==> config.mk <==
export PLATFORM = sky130hd
export DESIGN_NAME = serial_bit_feeder_flat
export DESIGN_NICKNAME = d
export VERILOG_FILES = /design/src/rtl/serial_bit_feeder_if.sv /design/src/rtl/serial_bit_feeder.sv /design/src/flat_wrapper.sv
export SDC_FILE = /design/constraint.sdc
export NUM_CORES = 1
export LEC_CHECK = 0
export ABC_AREA = 1
export BUFFER_PORTS_ARGS = -buffer_cell sky130_fd_sc_hd__buf_2
export CORE_MARGIN = 2
export CORE_UTILIZATION = 45
export CTS_BUF_LIST = sky130_fd_sc_hd__clkbuf_4
export DETAILED_ROUTE_END_ITERATION = 10
export GPL_TIMING_DRIVEN = 0
export HOLD_SLACK_MARGIN = 0.12
export SLEW_MARGIN = 0
export SYNTH_ARGS = -nofsm -noshare
export SYNTH_HDL_FRONTEND = slang
export SYNTH_SLANG_ARGS = --single-unit
export TNS_END_PERCENT = 20
==> constraint.sdc <==
create_clock -name clk -period 2.5 [get_ports clk]
set_input_delay 0.75 -clock clk [delete_from_list [all_inputs] [get_ports clk]]
set_output_delay 0.75 -clock clk [all_outputs]
set_load 0.005 [all_outputs]
==> src/rtl/serial_bit_feeder_if.sv <==
// Handshake and serial-stream signals between a word source, the bit feeder
// and the downstream sequence detector.
interface serial_bit_feeder_if #(
    parameter int WIDTH = 8
);
    logic [WIDTH-1:0] word_in;
    logic             word_valid;
    logic             word_ready;
    logic             bit_en;
    logic             bit_out;
    logic             bit_valid;
    logic             word_done;
    logic             busy;

    modport master (
        output word_in,
        output word_valid,
        output bit_en,
        input  word_ready,
        input  bit_out,
        input  bit_valid,
        input  word_done,
        input  busy
    );

    modport slave (
        input  word_in,
        input  word_valid,
        input  bit_en,
        output word_ready,
        output bit_out,
        output bit_valid,
        output word_done,
        output busy
    );
endinterface

==> src/rtl/serial_bit_feeder.sv <==
// Two-deep word buffer feeding a shift register that emits one bit per enabled
// cycle, chaining buffered words back-to-back with no idle gap.
module serial_bit_feeder #(
    parameter int WIDTH     = 8,
    parameter bit MSB_FIRST = 1'b1
) (
    input logic               clk,
    input logic               rst,
    serial_bit_feeder_if.slave bus
);
    localparam int IDX_W = (WIDTH > 2) ? $clog2(WIDTH) : 1;
    localparam logic [IDX_W-1:0] LAST_IDX = IDX_W'(WIDTH - 1);

    typedef enum logic {
        IDLE,
        SHIFT
    } state_t;

    state_t state;
    state_t next_state;

    logic [WIDTH-1:0] fifo_mem [2];
    logic             wr_ptr;
    logic             rd_ptr;
    logic [1:0]       count;
    logic             push;
    logic             pop;

    logic [WIDTH-1:0] shreg;
    logic [IDX_W-1:0] idx;
    logic             last_bit;
    logic             load;
    logic             advance;
    logic             serial_bit;
    logic             serial_valid;
    logic             ready_int;

    // Ready is held low during reset so nothing is accepted while rst is 0.
    assign ready_int = rst && (count != 2'd2);
    assign push      = bus.word_valid && ready_int;
    assign pop       = load;
    assign last_bit  = (idx == LAST_IDX);

    always_ff @(posedge clk) begin
        if (push) begin
            fifo_mem[wr_ptr] <= bus.word_in;
        end
    end

    always_ff @(posedge clk) begin
        if (!rst) begin
            wr_ptr <= 1'b0;
            rd_ptr <= 1'b0;
            count  <= 2'd0;
        end else begin
            if (push) begin
                wr_ptr <= ~wr_ptr;
            end
            if (pop) begin
                rd_ptr <= ~rd_ptr;
            end
            case ({push, pop})
                2'b10:   count <= count + 2'd1;
                2'b01:   count <= count - 2'd1;
                default: count <= count;
            endcase
        end
    end

    always_ff @(posedge clk) begin
        if (!rst) begin
            state <= IDLE;
        end else begin
            state <= next_state;
        end
    end

    always_comb begin
        next_state = state;
        case (state)
            IDLE: begin
                if (count != 2'd0) begin
                    next_state = SHIFT;
                end
            end
            SHIFT: begin
                if (bus.bit_en && last_bit && (count == 2'd0)) begin
                    next_state = IDLE;
                end
            end
            default: next_state = IDLE;
        endcase
    end

    // A pop on the last enabled bit reloads the shifter so the next word follows with no gap.
    always_comb begin
        load         = 1'b0;
        advance      = 1'b0;
        serial_bit   = 1'b0;
        serial_valid = 1'b0;
        case (state)
            IDLE: begin
                load = (count != 2'd0);
            end
            SHIFT: begin
                serial_bit   = MSB_FIRST ? shreg[WIDTH-1] : shreg[0];
                serial_valid = bus.bit_en;
                if (bus.bit_en) begin
                    if (last_bit) begin
                        load = (count != 2'd0);
                    end else begin
                        advance = 1'b1;
                    end
                end
            end
            default: begin
                load = 1'b0;
            end
        endcase
    end

    always_ff @(posedge clk) begin
        if (!rst) begin
            shreg <= '0;
            idx   <= '0;
        end else if (load) begin
            shreg <= fifo_mem[rd_ptr];
            idx   <= '0;
        end else if (advance) begin
            if (MSB_FIRST) begin
                shreg <= {shreg[WIDTH-2:0], 1'b0};
            end else begin
                shreg <= {1'b0, shreg[WIDTH-1:1]};
            end
            idx <= idx + IDX_W'(1);
        end
    end

    assign bus.word_ready = ready_int;
    assign bus.bit_out    = serial_bit;
    assign bus.bit_valid  = serial_valid;
    assign bus.word_done  = serial_valid && last_bit;
    assign bus.busy       = rst && ((state == SHIFT) || (count != 2'd0));

endmodule

==> src/flat_wrapper.sv <==
// flat-port wrapper written by rule: the top's interface ports become plain ports
module serial_bit_feeder_flat 
#(
    parameter int WIDTH     = 8,
    parameter bit MSB_FIRST = 1'b1
)
  (clk, rst, bus_word_in, bus_word_valid, bus_bit_en, bus_word_ready, bus_bit_out, bus_bit_valid, bus_word_done, bus_busy);
  serial_bit_feeder_if #(.WIDTH(WIDTH)) bus_i ();
  input logic clk;
  input logic rst;
  input wire logic [$bits(bus_i.word_in)-1:0] bus_word_in;
  input wire logic [$bits(bus_i.word_valid)-1:0] bus_word_valid;
  input wire logic [$bits(bus_i.bit_en)-1:0] bus_bit_en;
  output wire logic [$bits(bus_i.word_ready)-1:0] bus_word_ready;
  output wire logic [$bits(bus_i.bit_out)-1:0] bus_bit_out;
  output wire logic [$bits(bus_i.bit_valid)-1:0] bus_bit_valid;
  output wire logic [$bits(bus_i.word_done)-1:0] bus_word_done;
  output wire logic [$bits(bus_i.busy)-1:0] bus_busy;
  assign bus_i.word_in = bus_word_in;
  assign bus_i.word_valid = bus_word_valid;
  assign bus_i.bit_en = bus_bit_en;
  assign bus_word_ready = bus_i.word_ready;
  assign bus_bit_out = bus_i.bit_out;
  assign bus_bit_valid = bus_i.bit_valid;
  assign bus_word_done = bus_i.word_done;
  assign bus_busy = bus_i.busy;
  serial_bit_feeder #(.WIDTH(WIDTH), .MSB_FIRST(MSB_FIRST)) u_core (.clk(clk), .rst(rst), .bus(bus_i));
endmodule
-- After elaboration in Yosys (flattened, before gate mapping)
Memory sizes are Yosys's and may differ from the RTL's. A register that Yosys moved wholly into a read port is not among the register bits.
Index checks and enable logic that the tools add are counted.
- memories kept: 1
- logic and storage cells: 48
- flip-flop bits (word level): 16
- output and inout bits: 5
- bits in writable memories: 16
- memories (name ; depth ; width ; read ports ; clocked after Yosys merged registers in ; wr ports ; RTL line ; source):
    u_core.fifo_mem ; 2 ; 8 ; 1 ; 1 ; 1 ; serial_bit_feeder.sv:22 ; logic [WIDTH-1:0] fifo_mem [2];
- reduce and logical (&&, ||, !) cells: 12
- muxes and demuxes: 18
- bitwise logic cells: 4
- add/sub/neg operators: 3
- equal/unequal tests: 4
- operators with widths (kind ; count):
    8-bit 2-to-1 mux ; 2
    1-bit 2-to-1 mux ; 13
    1-bit logical AND ; 6
    2-bit nonzero test ; 3
    1-bit inverter ; 4
    1-bit case mux with 2 select lines ; 2
    2-bit case mux with 2 select lines ; 1
    3-bit by 1-bit adder with 3-bit output (second input constant) ; 1
    3-bit equality test (second input constant) ; 1
    2-bit by 1-bit adder with 2-bit output (second input constant) ; 1
    2-bit by 1-bit equality test with 1-bit output (second input constant) ; 1
    2-bit equality test (second input constant) ; 1
    2-bit logical NOT ; 1
    2-bit != test (second input constant) ; 1
    2-bit OR reduction ; 1
    2-bit by 1-bit subtractor with 2-bit output (second input constant) ; 1
    1-bit logical OR ; 1

-- Longest topological paths before layout
Gate-level depths: netlist of the first run.
- word-level depth: 6
- mapped depth: 12

-- Worst setup path after synthesis of the first run
No wires, ideal clock.
- path type: input -> register
- start: in bus_bit_en
- end: reg u_core.count[1]
- required time: 2.387 ns
- buffers on the path: 1
- path slack: 0.530 ns
- arrival: 1.857 ns
- stages on the path: 10
- cells stage by stage: buf_6 nand2_4 nand2_4 nand2_4 inv_1 ha_1 nor3b_1 nand2_1 nand2_1 nor2_1
- word-level cells in the longest chain between the ends: 4
- RTL lines (what ; RTL line ; source):
    start: declaration ; flat_wrapper.sv:13 ; input wire logic [$bits(bus_i.bit_en)-1:0] bus_bit_en;
    1-bit 2-to-1 mux * ; serial_bit_feeder.sv:108 ; if (bus.bit_en) begin
    1-bit case mux with 2 select lines * ; serial_bit_feeder.sv:101 ; case (state)
    2-bit by 1-bit equality test with 1-bit output or 2-bit equality test (tied branches) ; serial_bit_feeder.sv:62 ; case ({push, pop})
    2-bit case mux with 2 select lines or 2-bit nonzero test (tied branches) ; -- ;
    end signal: assignment ; serial_bit_feeder.sv:63 ; 2'b10: count <= count + 2'd1;
    end signal: assignment ; serial_bit_feeder.sv:64 ; 2'b01: count <= count - 2'd1;
    end signal: assignment ; serial_bit_feeder.sv:65 ; default: count <= count;
    end: declaration ; serial_bit_feeder.sv:25 ; logic [1:0] count;
Every way passes the cells marked *; elsewhere a longest branch is shown, timed or not.
A chain may end at the register's enable or synchronous reset.

-- Worst setup path after layout of the first run
- start: in rst
- end: out bus_busy
- word-level cells in the longest chain between the ends: 1
- RTL lines (what ; RTL line ; source):
    start: declaration ; flat_wrapper.sv:10 ; input logic rst;
    1-bit logical AND ; serial_bit_feeder.sv:143 ; assign bus.busy = rst && ((state == SHIFT) || (count != 2'd0));
    end: declaration ; flat_wrapper.sv:18 ; output wire logic [$bits(bus_i.busy)-1:0] bus_busy;
Every way passes these cells.

==> flow_metrics.py, run 1 <==
metrics = {
    "yosys": {
        "synth-edff-count": 16,
        "ys_types": 20,
        "ys_ff_latch": 33,
        "mappedNetlistArea_um2": 1530,
        "synth_top_area_share_pct": 31.4,
        "yosys_warnings": 0,
        "netlist_instances": 179,
        "yosysMostFrequentCell": "nand2_1",
        "avgSynthCellArea_um2": 8.54,
        "netlist_top_cells_area": "edfxtp_1, dfxtp_1, nand2_1",
        "synth_area_leader_cell": "edfxtp_1",
        "async_reset_ff_share_pct": 0,
        "yosys_most_used_dff": "dfxtp_1",
        "synth_common_cells": "nand2_1, inv_1, nand3_1",
        "synth.net_count": 194,
        "ys_seq_area_share_pct": 53.7,
    },
    "cells_and_area": {
        "drive_above_1_share_pct": 16.4,
        "finalInstanceArea_um2": 1710,
        "finalNetCount": 216,
        "antenna_cells": 0,
        "fill_cells": 356,
        "fin_cells": 247,
        "syn2layout_area_growth_pct": 11.9,
    },
    "run": {
        "cap_violations": 0,
    },
    "clocking": {
        "htreeDepth": 2,
        "cts.sinks": 33,
        "cts_buffer_depth": 2,
        "numCtsBuffers": 5,
        "cts_tree": "done",
        "path_clk_slew_ns": 0.09,
        "cts_resized": 0,
        "cts_hold_repair.buffers": 0,
        "clock_latency_ns": 0.32,
        "post_cts_buffers": 0,
        "cts_root_buf": "clkbuf_4",
    },
    "worst_setup_path": {
        "reg2reg_to": "u_core.count[1]",
        "critPathMaxStageDelay_ns": 0.38,
        "start_kind": "input pin",
        "cp_max_fo": 10,
        "crit_chain": "buf_2 -> inv_1 -> clkbuf_1 -> a21oi_1 -> buf_2",
        "rr_startpoint": "u_core.idx[0]",
        "cp_slowest_cell": "clkbuf_1",
        "cpMostUsedCell": "buf_2",
        "required_ns": 1.75,
        "cp_top_family": "buffers and inverters",
        "rrSetupSlack_ns": 0.48,
        "worst-setup-path-type": "in2out",
        "critPathCaptureType": "output port",
        "reg2reg_depth": 11,
        "arrival_ns": 1.60,
        "critPathBufInv": 4,
    },
    "route": {
        "num_vias": 1183,
        "drtIter0Drc": 46,
        "wire_per_inst_um": 11.0,
        "drtAntennaViolNets": 0,
        "drt_pass1_iterations": 4,
        "viasPerCell": 4.79,
        "drc": 0,
        "wl_um": 2720,
    },
    "floorplanning": {
        "die_h_um": 62.3,
        "pin_count": 17,
        "die-area_um2": 3880,
        "core_area_um2": 3310,
        "rows": 21,
        "start_util_pct": 46.2,
        "die_w_um": 62.3,
    },
    "min_path": {
        "holdPathStages": 2,
        "min_path_type": "reg2reg",
        "hp-start": "u_core.wr_ptr",
        "min_to": "u_core.wr_ptr",
    },
    "placed_design": {
        "portBuffers": 15,
        "place_hpwl_um": 2040,
        "place_area_um2": 1660,
        "place_inst": 240,
        "place.gp.congestion": 0.776,
    },
    "sta": {
        "fin_crit_ns": 2.35,
        "fmax_ghz": 0.425,
        "worst_pin_slew_ns": 0.688,
        "setup_viol": 0,
        "finalCritPeriodShare_pct": 94.1,
        "rsz0062_at_grt": "false",
        "tns_ns": 0,
        "finalHoldViolCount": 0,
        "drv_slew": 0,
        "slew_headroom_pct": 53.9,
        "clock_skew_ns": 0.00287,
    },
    "global_routing": {
        "gr-total-overflow": 0,
        "grt_usage_pct": 15.8,
        "grt_antenna_before_repair": 0,
        "grt_pass1_wl_um": 4730,
        "grt_pass1_vias": 1111,
        "grt_max_degree": 11,
    },
    "power": {
        "p_leak_nw": 0.839,
        "ir_drop_v": 0.000444,
        "power.density_nw_per_um2": 907,
    },
    "status": {
        "status": "finished clean",
    },
}
==> per-layer routing <==
layer  up-vias  track usage (%)  share of wire, %
met1       550             17.8                45
met5         -                0                 0
li1        615                -                 -
met4         0             6.67               1.8
met2        14             27.9                50
met3         4             4.89               3.5
==> stage by stage <==
stage          util (%)  hold WS (ns)  setup slack (ns)  total power [mW]
2_1_floorplan         -         0.435             0.530              1.16
6_report           51.7         0.462             0.148              1.55
3_5_place_dp       50.2         0.454             0.142              1.30
4_1_cts            51.7         0.467             0.140              1.57
3_3_place_gp       50.2         0.445             0.167              1.27
5_1_grt            51.7         0.510            0.0389              1.68
==> area by class of cell <==
type                       count  area, µm²  area share [%]
inverter                      28        105            6.14
tap                           46       57.6            3.37
clock buffer                   6       45.0            2.63
multi-input combinational    112        553            32.3
clock inverter                 1       3.75           0.219
sequential                    33        821            48.0
timing repair buffer          15       75.1            4.39
buffer                         6       50.0            2.93
==> how the worst max path moves through the flow <==
stage,endpoint,depth (start not counted),from
floorplan,u_core.count[1],10,bus_bit_en
global placement,bus_busy,5,rst
detailed placement,bus_busy,5,rst
CTS,bus_busy,5,rst
global route,bus_busy,5,rst
finish,bus_busy,5,rst
==> flip-flops by register name, summed over array words and instances (netlist names), named ones only <==
signal           count
u_core.fifo_mem     16
u_core.shreg         8
u_core.idx           3
u_core.count         2
u_core.rd_ptr        1
u_core.state         1
u_core.wr_ptr        1
==> power by group <==
part / total [mW] / switching, mW / leakage (nW) / internal [mW]
combinational: 0.568 / 0.351 / 0.524 / 0.216
sequential: 0.711 / 0.0496 / 0.286 / 0.662
clock: 0.272 / 0.159 / 0.0292 / 0.113
total: 1.55 / 0.560 / 0.839 / 0.991
==> cells in the final DEF, fill, tap and decap left out, drive strengths merged <==
master,synthesis,final
nand2,58,58
ha,3,3
nor3b,1,1
xor2,1,1
nand4,7,7
clkinv,0,1
nor2,9,9
nand3,18,18
inv,28,28
edfxtp,16,16
buf,5,20
o21ai,1,1
clkbuf,1,7
xnor2,1,1
dfxtp,17,17
a21oi,13,13
==> tightest hold or removal path, cell delays in order (launching register included) <==
cell	delay, ns
dfxtp_1	0.33
inv_1	0.05
a21oi_1	0.05
==> cell families (layout without fill, tap and decap cells) <==
group	count (synthesis)	in the layout	synth area share [%]
AOI/OAI and AO/OA	14	14	4.58
xor gates and xnor gates	2	2	1.15
adders and majority gates	3	3	2.46
buffers and inverters	34	56	10.1
DFF	33	33	53.7
and+or+nand+nor	93	93	28.0
(Power assumes the default switching activity.)
==> run 2: changes to the inputs <==
--- a/config.mk
+++ b/config.mk
@@ -13,6 +13,7 @@
 export DETAILED_ROUTE_END_ITERATION = 10
 export GPL_TIMING_DRIVEN = 0
 export HOLD_SLACK_MARGIN = 0.12
+export MAX_ROUTING_LAYER = met4
 export SLEW_MARGIN = 0
 export SYNTH_ARGS = -nofsm -noshare
 export SYNTH_HDL_FRONTEND = slang
==> run 2 against run 1 <==
Total power stayed put. Cell count unchanged. Hold slack unchanged. Clock skew about the same. Largest cell class unchanged.
==> flow_metrics.py, run 2 (synthesized netlist as in run 1, its figures left out) <==
metrics = {
    "status": {
        "status": "finished clean",
    },
    "sta": {
        "fmax_ghz": 0.425,
        "whs_ns": 0.462,
        "worst_pin_slew_ns": 0.688,
        "slew_headroom_pct": 53.9,
        "drv_slew": 0,
        "clock_skew_ns": 0.00287,
        "finalHoldViolCount": 0,
        "fin_crit_ns": 2.35,
        "setup_viol": 0,
        "finalCritPeriodShare_pct": 94.1,
        "tns_ns": 0,
        "layout_setup_ws_ns": 0.148,
        "rsz0062_at_grt": "false",
    },
    "floorplanning": {
        "die_h_um": 62.3,
        "die_w_um": 62.3,
        "rows": 21,
        "core_area_um2": 3310,
        "start_util_pct": 46.2,
        "pin_count": 17,
        "die-area_um2": 3880,
    },
    "placed_design": {
        "place_area_um2": 1660,
        "place.gp.congestion": 0.786,
        "place_inst": 240,
        "portBuffers": 15,
        "place_hpwl_um": 2040,
        "pre_cts_slack_ns": 0.142,
    },
    "route": {
        "drt_pass1_iterations": 4,
        "drc": 0,
        "wl_um": 2720,
        "drtIter0Drc": 46,
        "viasPerCell": 4.79,
        "drtAntennaViolNets": 0,
        "wire_per_inst_um": 11.0,
        "num_vias": 1183,
    },
    "power": {
        "power.density_nw_per_um2": 907,
        "ir_drop_v": 0.000444,
        "p_clk_share_pct": 17.5,
        "seq_power_share_pct": 45.9,
        "internal_power_uw": 991,
        "sw_frac_of_total_pct": 36.1,
        "combPwrFrac_pct": 36.6,
        "p_leak_nw": 0.839,
        "p_sw_uw": 560,
        "fin_total_pwr_mw": 1.55,
    },
    "cells_and_area": {
        "finalNetCount": 216,
        "syn2layout_area_growth_pct": 11.9,
        "finalInstanceArea_um2": 1710,
        "fin_cells": 247,
        "antenna_cells": 0,
        "regMostFlops": "u_core.fifo_mem",
        "largestRegisters": "u_core.fifo_mem x16, u_core.shreg x8, u_core.idx x3",
        "fill_cells": 356,
        "drive_above_1_share_pct": 16.4,
        "largest_register_ffs": 16,
        "fin_util_pct": 51.7,
        "final_common_cell": "nand2_1",
        "final_cell_mix": "nand2_1, inv_1, nand3_1",
    },
    "worst_setup_path": {
        "critPathBufInv": 4,
        "cp_slowest_cell": "clkbuf_1",
        "required_ns": 1.75,
        "worst-setup-path-type": "in2out",
        "crit_chain": "buf_2 -> inv_1 -> clkbuf_1 -> a21oi_1 -> buf_2",
        "cp_top_family": "buffers and inverters",
        "start_kind": "input pin",
        "reg2reg_depth": 11,
        "arrival_ns": 1.60,
        "rrSetupSlack_ns": 0.48,
        "critPathMaxStageDelay_ns": 0.38,
        "cpMostUsedCell": "buf_2",
        "rr_startpoint": "u_core.idx[0]",
        "critPathCaptureType": "output port",
        "reg2reg_to": "u_core.count[1]",
        "cp_max_fo": 10,
    },
    "global_routing": {
        "grt_max_degree": 11,
        "grt_usage_pct": 16.3,
        "grt_antenna_before_repair": 0,
        "grt_pass1_wl_um": 4720,
        "gr-total-overflow": 0,
        "grt_pass1_vias": 1112,
    },
    "run": {
        "cap_violations": 0,
    },
    "clocking": {
        "cts.sinks": 33,
        "clock_latency_ns": 0.32,
        "numCtsBuffers": 5,
        "cts_resized": 0,
        "post_cts_buffers": 0,
        "cts_buffer_depth": 2,
        "path_clk_slew_ns": 0.09,
        "htreeDepth": 2,
        "cts_hold_repair.buffers": 0,
        "cts_tree": "done",
        "cts_root_buf": "clkbuf_4",
    },
    "min_path": {
        "holdPathStages": 2,
        "min_path_type": "reg2reg",
        "hp-start": "u_core.wr_ptr",
        "min_to": "u_core.wr_ptr",
    },
}
[run 2: cell counts in the layout (fill, tap and decap cells not counted)]
Identical to the previous run, type by type.
[run 2: power groups by stage]
stage / registers, mW / clock network [mW] / logic [mW]
6_report: 0.711 / 0.272 / 0.568
5_1_grt: 0.721 / 0.310 / 0.651
3_5_place_dp: 0.724 / 0 / 0.575
3_3_place_gp: 0.718 / 0 / 0.551
2_1_floorplan: 0.712 / 0 / 0.450
4_1_cts: 0.711 / 0.286 / 0.577
[run 2: final cells by class]
cell class              count  area, µm²  area share, %
clock inverters             1       3.75          0.219
clock buffers               6       45.0           2.63
repair buffers             15       75.1           4.39
multi-input cells         112        553           32.3
flip-flops and latches     33        821           48.0
inverters                  28        105           6.14
plain buffers               6       50.0           2.93
well taps                  46       57.6           3.37
[run 2: worst max path at each step]
stage | from | end | cells past startpoint
4_1_cts | rst | bus_busy | 5
3_3_place_gp | rst | bus_busy | 5
6_report | rst | bus_busy | 5
5_1_grt | rst | bus_busy | 5
2_1_floorplan | bus_bit_en | u_core.count[1] | 10
3_5_place_dp | rst | bus_busy | 5
[run 2: per-layer routing]
metal,wire [µm],global-route usage (%),vias up
met5,0,-,-
met4,48,6.67,0
met3,94,4.89,4
met2,1350,27.9,14
met1,1230,17.8,550
li1,-,-,615
[run 2: tightest hold or removal path, delay by kind of cell, from the launching register on]
kind                   cells  cell delay, ns
AO/OA/AOI/OAI              1            0.05
flip-flops                 1            0.33
buffers and inverters      1            0.05
==> run 3: changes to the inputs <==
--- a/config.mk
+++ b/config.mk
@@ -11,7 +11,7 @@
 export CORE_UTILIZATION = 45
 export CTS_BUF_LIST = sky130_fd_sc_hd__clkbuf_4
 export DETAILED_ROUTE_END_ITERATION = 10
-export GPL_TIMING_DRIVEN = 0
+export GPL_TIMING_DRIVEN = 1
 export HOLD_SLACK_MARGIN = 0.12
 export MAX_ROUTING_LAYER = met4
 export SLEW_MARGIN = 0
==> run 3 against run 2 <==
First-iteration DRC count grew 41%. Clock skew is 0.0023 ns higher. Maximum frequency rose by 10%. Largest cell class unchanged. Combinational power is 14% lower. Hold slack improved by 0.0060 ns. Largest power group unchanged. Final area shrank 1.3%. Critical path type unchanged. Setup slack better by 0.22 ns.
==> flow_metrics.py, run 3 (synthesized netlist as in run 1, its figures left out) <==
metrics = {
    "clocking": {
        "path_clk_slew_ns": 0.10,
        "cts.sinks": 33,
        "cts_resized": 0,
        "cts_root_buf": "clkbuf_4",
        "clock_latency_ns": 0.34,
        "numCtsBuffers": 5,
        "cts_tree": "done",
        "cts_hold_repair.buffers": 0,
        "cts_buffer_depth": 2,
        "htreeDepth": 2,
        "post_cts_buffers": 0,
    },
    "power": {
        "p_clk_share_pct": 19.9,
        "p_sw_uw": 566,
        "power.density_nw_per_um2": 911,
        "ir_drop_v": 0.000459,
        "seq_power_share_pct": 48.3,
        "p_leak_nw": 0.828,
        "internal_power_uw": 972,
        "sw_frac_of_total_pct": 36.8,
        "fin_total_pwr_mw": 1.54,
        "combPwrFrac_pct": 31.9,
    },
    "floorplanning": {
        "die-area_um2": 3880,
        "die_w_um": 62.3,
        "rows": 21,
        "start_util_pct": 46.2,
        "pin_count": 17,
        "core_area_um2": 3310,
        "die_h_um": 62.3,
    },
    "sta": {
        "finalCritPeriodShare_pct": 85.3,
        "finalHoldViolCount": 0,
        "whs_ns": 0.468,
        "slew_headroom_pct": 71.9,
        "drv_slew": 0,
        "worst_pin_slew_ns": 0.420,
        "layout_setup_ws_ns": 0.368,
        "tns_ns": 0,
        "fin_crit_ns": 2.13,
        "rsz0062_at_grt": "false",
        "clock_skew_ns": 0.00518,
        "fmax_ghz": 0.469,
        "setup_viol": 0,
    },
    "global_routing": {
        "grt_max_degree": 18,
        "grt_usage_pct": 17.3,
        "grt_antenna_before_repair": 0,
        "grt_pass1_vias": 1159,
        "grt_pass1_wl_um": 5070,
        "gr-total-overflow": 0,
    },
    "min_path": {
        "holdPathStages": 2,
        "min_path_type": "reg2reg",
    },
    "cells_and_area": {
        "drive_above_1_share_pct": 16.1,
        "antenna_cells": 0,
        "largest_register_ffs": 16,
        "syn2layout_area_growth_pct": 10.4,
        "final_common_cell": "nand2_1",
        "final_cell_mix": "nand2_1, inv_1, nand3_1",
        "regMostFlops": "u_core.fifo_mem",
        "finalNetCount": 213,
        "largestRegisters": "u_core.fifo_mem x16, u_core.shreg x8, u_core.idx x3",
        "fill_cells": 342,
    },
    "route": {
        "wire_per_inst_um": 11.2,
        "num_vias": 1154,
        "drt_pass1_iterations": 4,
        "viasPerCell": 4.71,
        "drtAntennaViolNets": 0,
        "drc": 0,
        "drtIter0Drc": 65,
        "wl_um": 2740,
    },
    "worst_setup_path": {
        "worst-setup-path-type": "in2out",
        "required_ns": 1.75,
        "arrival_ns": 1.38,
        "start_kind": "input pin",
        "reg2reg_depth": 11,
        "cp_max_fo": 13,
        "critPathCaptureType": "output port",
    },
    "run": {
        "cap_violations": 0,
    },
    "placed_design": {
        "place.gp.congestion": 0.840,
        "place_hpwl_um": 1980,
        "portBuffers": 16,
        "pre_cts_slack_ns": 0.203,
    },
    "status": {
        "status": "finished clean",
    },
}
## run 3: cell types whose count changed in the layout (fill, tap and decap cells not counted)
cell	before	now
buf_4	1	2
clkbuf_1	1	0
buf_6	3	0
clkbuf_4	6	7
## run 3: power groups by stage
stage               combinational [mW]  clock, mW  sequential [mW]
floorplan                        0.450          0            0.712
global placement                 0.478          0            0.752
detailed placement               0.495          0            0.755
CTS                              0.497      0.314            0.742
global route                     0.574      0.348            0.757
finish                           0.490      0.305            0.743
## run 3: metal layers
layer  vias to the layer above  global-route usage, %  wire length [µm]
li1                        611                      -                 -
met1                       519                   20.7              1290
met2                        19                   27.3              1290
met3                         5                   5.98               111
met4                         0                   5.83                48
met5                         -                      -                 0
## run 3: area by class of cell
| type | instances | area [µm²] | area share (%) |
|---|---|---|---|
| clock buffers | 7 | 52.6 | 3.11 |
| clock inverters | 1 | 3.75 | 0.222 |
| inverters | 28 | 105 | 6.23 |
| multi-input cells | 112 | 553 | 32.8 |
| flip-flops and latches | 33 | 821 | 48.6 |
| well taps | 46 | 57.6 | 3.41 |
| repair buffers | 18 | 95.1 | 5.63 |
## run 3: path summary, 6_finish.rpt
kind / from / slack [ns] / end
worst max-delay path: rst / 0.37 / bus_busy
worst max register to register: u_core.idx[0] / 0.43 / u_core.count[1]
worst min-delay path: u_core.wr_ptr / 0.47 / u_core.wr_ptr
worst min register to register: u_core.wr_ptr / 0.47 / u_core.wr_ptr
## run 3: through the flow
stage / cell area (µm²) / util [%] / std cells
global placement: 1630 / 49.3 / 237
CTS: 1690 / 51.0 / 245
finish: 1690 / 51.0 / 245
floorplan: 1530 / - / 179
detailed placement: 1630 / 49.3 / 237
global route: 1690 / 51.0 / 245
## run 3: critical path, cell delays in order
cell	delay, ns
buf_2	0.11
inv_1	0.06
buf_4	0.17
a21oi_1	0.15
buf_2	0.14
